`config.mk`:
```
export PLATFORM = sky130hd
export DESIGN_NAME = lvds_tx
export DESIGN_NICKNAME = d
export VERILOG_FILES = /design/src/rtl/lvds_pkg.sv /design/src/rtl/lvds_tx_fmt.sv /design/src/rtl/lvds_tx.sv
export SDC_FILE = /design/constraint.sdc
export NUM_CORES = 1
export LEC_CHECK = 0
export ABC_CLOCK_PERIOD_IN_PS = 2500
export CAP_MARGIN = 20
export CORE_MARGIN = 5
export CORE_UTILIZATION = 54
export DETAILED_ROUTE_END_ITERATION = 12
export PLACE_DENSITY_LB_ADDON = 0.15
export SETUP_SLACK_MARGIN = 0.02
export SYNTH_ARGS = -nofsm -noshare
export SYNTH_HDL_FRONTEND = slang
export SYNTH_HIERARCHICAL = 1
export SYNTH_SLANG_ARGS = --single-unit
```
`constraint.sdc`:
```
create_clock -name i_ddr_clk -period 2.5 [get_ports i_ddr_clk]
set_clock_uncertainty 0.15 [all_clocks]
set_input_delay 0.625 -clock i_ddr_clk [delete_from_list [all_inputs] [get_ports i_ddr_clk]]
set_output_delay 0.625 -clock i_ddr_clk [all_outputs]
set_load 0.03 [all_outputs]
```
`src/rtl/lvds_pkg.sv`:
```
// Shared LVDS I/Q link definitions: sync patterns, frame geometry and the
// IDLE/PRIME/RUN state encoding used by both the TX and RX sides.
package lvds_pkg;

    localparam logic [1:0]  I_SYNC     = 2'b10;
    localparam logic [1:0]  Q_SYNC     = 2'b01;
    localparam int          FRAME_BITS = 32;
    localparam logic [31:0] ZERO_FRAME = 32'h8000_4000;

    typedef enum logic [1:0] {
        LVDS_IDLE  = 2'd0,
        LVDS_PRIME = 2'd1,
        LVDS_RUN   = 2'd2
    } lvds_state_e;

endpackage

```
`src/rtl/lvds_tx_fmt.sv`:
```
// Combinational frame formatter: replaces the top two bits of each 16-bit
// half of a FIFO word with the I and Q sync patterns.
module lvds_tx_fmt
    import lvds_pkg::*;
(
    input  logic [31:0] word,
    output logic [31:0] frame
);

    // Sync insertion; w[31:30] and w[15:14] are discarded
    always_comb begin
        frame = {I_SYNC, word[29:16], Q_SYNC, word[13:0]};
    end

endmodule

```
`src/rtl/lvds_tx.sv`:
```
// LVDS I/Q transmit serializer: pulls FIFO words and shifts formatted frames
// out two bits per clock. Optional macro: LVDS_TX_UNDERFLOW_CNT_EN.
module lvds_tx
    import lvds_pkg::*;
(
    input  logic        i_ddr_clk,
    input  logic        i_rst_b,
    input  logic        i_tx_en,
    input  logic        i_fifo_empty,
    input  logic [31:0] i_fifo_pulled_data,
    output logic        o_fifo_pull,
    output logic [1:0]  o_ddr_data,
    output logic        o_busy,
    output logic        o_frame_start
`ifdef LVDS_TX_UNDERFLOW_CNT_EN
    ,
    output logic [7:0]  o_underflow_cnt
`endif
);

    lvds_state_e            state_r, state_s;
    logic [FRAME_BITS-1:0]  shreg_r, shreg_s;
    logic [3:0]             cnt_r, cnt_s;
    logic                   pulled_r, pulled_s;
    logic                   live_r;
    logic                   pull_s;
    logic [FRAME_BITS-1:0]  fmt_frame_s;
`ifdef LVDS_TX_UNDERFLOW_CNT_EN
    logic [7:0]             uf_cnt_r, uf_cnt_s;
`endif

    lvds_tx_fmt u_fmt (
        .word  (i_fifo_pulled_data),
        .frame (fmt_frame_s)
    );

    // Holds the pull strobe low while reset is applied and for the first clock after
    always_ff @(posedge i_ddr_clk or negedge i_rst_b) begin
        if (!i_rst_b) begin
            live_r <= 1'b0;
        end else begin
            live_r <= 1'b1;
        end
    end

    // Pull decode: only in IDLE or at cnt==14 of a running frame
    always_comb begin
        pull_s = 1'b0;
        if (live_r && i_tx_en && !i_fifo_empty) begin
            if (state_r == LVDS_IDLE) begin
                pull_s = 1'b1;
            end else if ((state_r == LVDS_RUN) && (cnt_r == 4'd14)) begin
                pull_s = 1'b1;
            end else begin
                pull_s = 1'b0;
            end
        end else begin
            pull_s = 1'b0;
        end
    end

    // Next-state logic for the framer FSM and its datapath
    always_comb begin
        state_s  = state_r;
        shreg_s  = shreg_r;
        cnt_s    = cnt_r;
        pulled_s = pulled_r;
`ifdef LVDS_TX_UNDERFLOW_CNT_EN
        uf_cnt_s = uf_cnt_r;
`endif
        case (state_r)
            LVDS_IDLE: begin
                cnt_s    = 4'd0;
                pulled_s = 1'b0;
                if (pull_s) begin
                    state_s = LVDS_PRIME;
                end else begin
                    state_s = LVDS_IDLE;
                end
            end
            LVDS_PRIME: begin
                shreg_s = fmt_frame_s;
                cnt_s   = 4'd0;
                state_s = LVDS_RUN;
            end
            LVDS_RUN: begin
                if (cnt_r == 4'd15) begin
                    cnt_s    = 4'd0;
                    pulled_s = 1'b0;
                    if (pulled_r) begin
                        shreg_s = fmt_frame_s;
                    end else if (i_tx_en) begin
                        // Underflow: keep the link framed with an all-zero sample
                        shreg_s = ZERO_FRAME;
`ifdef LVDS_TX_UNDERFLOW_CNT_EN
                        if (uf_cnt_r != 8'hFF) begin
                            uf_cnt_s = uf_cnt_r + 8'd1;
                        end else begin
                            uf_cnt_s = uf_cnt_r;
                        end
`endif
                    end else begin
                        shreg_s = {FRAME_BITS{1'b0}};
                        state_s = LVDS_IDLE;
                    end
                end else begin
                    shreg_s = {shreg_r[FRAME_BITS-3:0], 2'b00};
                    cnt_s   = cnt_r + 4'd1;
                    if (cnt_r == 4'd14) begin
                        pulled_s = pull_s;
                    end else begin
                        pulled_s = pulled_r;
                    end
                end
            end
            default: begin
                state_s  = LVDS_IDLE;
                shreg_s  = {FRAME_BITS{1'b0}};
                cnt_s    = 4'd0;
                pulled_s = 1'b0;
            end
        endcase
    end

    // State and datapath registers
    always_ff @(posedge i_ddr_clk or negedge i_rst_b) begin
        if (!i_rst_b) begin
            state_r  <= LVDS_IDLE;
            shreg_r  <= {FRAME_BITS{1'b0}};
            cnt_r    <= 4'd0;
            pulled_r <= 1'b0;
`ifdef LVDS_TX_UNDERFLOW_CNT_EN
            uf_cnt_r <= 8'd0;
`endif
        end else begin
            state_r  <= state_s;
            shreg_r  <= shreg_s;
            cnt_r    <= cnt_s;
            pulled_r <= pulled_s;
`ifdef LVDS_TX_UNDERFLOW_CNT_EN
            uf_cnt_r <= uf_cnt_s;
`endif
        end
    end

    // Output decode from registered state only (pull also uses the FIFO flag)
    always_comb begin
        o_fifo_pull   = pull_s;
        o_busy        = (state_r == LVDS_PRIME) || (state_r == LVDS_RUN);
        o_frame_start = (state_r == LVDS_RUN) && (cnt_r == 4'd0);
        if (state_r == LVDS_RUN) begin
            o_ddr_data = shreg_r[FRAME_BITS-1:FRAME_BITS-2];
        end else begin
            o_ddr_data = 2'b00;
        end
`ifdef LVDS_TX_UNDERFLOW_CNT_EN
        o_underflow_cnt = uf_cnt_r;
`endif
    end

endmodule

```
==> flow_summary.ini <==
[synth]
synth_area_um2 = 2530
yosys.cell_types.count = 39
yosysSeqAreaShare = 0.395
synth_warnings = 6
synth.avg_cell_area_um2 = 9.42
ys.flop_type = dfrtp_1
yosys_register_bits = 40
synth-edff-count = 0
synthArstFlopShare = 1.00
synthCells = 269

[die]
rows = 25
pin_count = 41
die_x_um = 78.5
coreArea_um2 = 4630
die_y_um = 78.5
die-area_um2 = 6160
start_util = 0.548

[timing]
fin_setup_tns_ns = 0
hold_viol_final = 0
worst_slew_pin_slew_ns = 0.843
slew_headroom = 0.438
drv_slew = 0
fmax_mhz = 425
period_share = 0.941
finalSetupViolCount = 0
rsz0062_at_grt = false
min_period_ns = 2.35

[setup_path]
worstPathArrival_ns = 1.58
r2r_slack_ns = 0.36
worstSetupStartpointType = primary input
r2r_cells = 4
crit_family = buffers and inverters
slowest_stage = clkdlybuf4s50_1
cpPeakStageDelay_ns = 0.48
required_ns = 1.73
path_class = in -> out
crit_path_max_fanout = 3
crit_path_end_kind = output port
crit_chain = clkdlybuf4s50_1 -> nand2_1 -> a211oi_2 -> buf_4
r2r_start = cnt_r[1]
critPathBufInv = 2
regToRegEndpoint = shreg_r[25]

[placed_design]
dpl-instance-area_um2 = 2640
port_buffers = 36
gp_congestion = 0.758
hpwlAfterDp_um = 2900
dp_cells = 313

[hold_path]
hold_path_class = in -> async

[global_routing]
grt_pass1_wl_um = 7970
grt_pass1_vias = 1701
grt_max_degree = 59
track_usage = 0.163
grt_overflow = 0
antenna_found_initial = 0

[layout]
antennaDiodeCount = 0
fill_cells = 416
area_growth_pct = 8.98
final_cell_area_um2 = 2760
layout.cells.non_filler = 321
nNetsFinal = 309
final_cell_mix = 40 x dfrtp_1, 34 x and2_1, 33 x nand2_1, 30 x o21ai_1, 30 x clkdlybuf4s50_1
final_common_cell = dfrtp_1
layout-drive-gt1-share = 0.116

[clock_tree]
clock_latency_ns = 0.30
clockRootBuffer = clkbuf_8
clk_pin_slew_ns = 0.08
cts_buffer_depth = 2
cts_tree = built
postCtsSetupRepairBufs = 0
cts_buffers = 5
numClockSinks = 40
ctsHoldBuffers = 0
cts_max_level = 2

[routing]
drt-initial-drc-count = 73
wl_per_cell_um = 14.7
route.detailed.drc = 0
via_count = 1787
postRouteAntennaNets = 0
drt-total-wl_um = 4730
viasPerCell = 5.57
drt_first_pass_iters = 4

[power_and_ir_drop]
ir_worst_vdd_mv = 0.309
power.leakage_nw = 1.15
p_total_w = 0.00147
powerDensity_nw_per_um2 = 533

[run_status]
status = finished clean

[flow_run]
cap_violations = 0
Yosys cell counts (2+ instances only):
library cell	n	area (um2)
dfrtp_1	40	1000
buf_4	36	270
and2_1	34	213
nand2_1	33	124
o21ai_1	30	150
a41oi_1	28	245
buf_2	7	35.0
clkbuf_1	7	26.3
ha_1	7	87.6
a21oi_1	5	25.0
buf_6	5	56.3
inv_1	5	18.8
conb_1	3	11.3
mux2i_1	3	30.0
a31o_2	2	17.5
flip-flops by register name (all words and copies together), names as in the netlist:
signal,flops
shreg_r,32
pulled_r,1
cnt_r,4
live_r,1
state_r,2
cell type report:
type,count,area [um2],share of cell area
tap,54,67.6,0.0245
multi-input combinational,170,1140,0.411
inverter,6,22.5,0.00815
clock inverter,1,30.0,0.0109
sequential,40,1000,0.362
timing repair buffer,43,409,0.148
clock buffer,7,96.3,0.0349
worst reg2reg max path: cells and delay by family, from the launching register on:
kind	cells	cell delay, ns
fa+ha+maj	1	0.34
compound gates	2	0.88
flops	1	0.42
simple gates	1	0.22
cells by family (layout without fill, tap and decap cells):
family | count (synthesis) | after routing | share of synthesized area
AO/OA/AOI/OAI | 75 | 75 | 0.214
AND/OR/NAND/NOR | 78 | 78 | 0.171
XOR/XNOR | 1 | 1 | 0.00346
adder cells (fa/ha/maj) | 7 | 7 | 0.0345
other | 3 | 5 | 0.00444
buffers and inverters | 61 | 57 | 0.162
multiplexers | 4 | 4 | 0.0163
flip-flops | 40 | 40 | 0.395
report_power, final:
part	switching (W)	internal, W	leakage, nW	total, W
Clock	0.000231	0.000352	0.0645	0.000584
Combinational	0.000115	0.0000954	0.535	0.000210
Sequential	0.0000120	0.000668	0.554	0.000680
per-layer routing:
layer / vias to the layer above / global-route usage / wire length, um
li1: 903 / - / -
met1: 849 / 0.208 / 2230
met2: 29 / 0.261 / 2240
met3: 6 / 0.0424 / 181
met4: 0 / 0.0682 / 78
met5: - / 0 / 0
worst max-delay path by stage:
stage               start             to  slack [ns]  cells past startpoint
4_1_cts        state_r[0]  o_frame_start        0.13                      5
2_1_floorplan  state_r[0]    o_fifo_pull        0.14                      5
6_report          i_tx_en    o_fifo_pull        0.15                      4
5_1_grt        state_r[0]    o_fifo_pull        0.04                      5
3_3_place_gp      i_tx_en    o_fifo_pull        0.17                      4
3_5_place_dp      i_tx_en    o_fifo_pull        0.16                      4
stage by stage:
stage | util | worst slack, ns | hold slack (ns)
2_1_floorplan | - | 0.137 | 0.179
3_3_place_gp | 0.570 | 0.167 | 0.330
3_5_place_dp | 0.570 | 0.158 | 0.341
4_1_cts | 0.597 | 0.131 | 0.240
5_1_grt | 0.597 | 0.0360 | 0.282
6_report | 0.597 | 0.148 | 0.232
timing repair:
action / in CTS / in global routing
gates resized for setup: 1 / 0
endpoints found under the setup margin: 1 / 1
pin swaps: 0 / 1
Note: power is estimated with default switching activity, not from simulation.
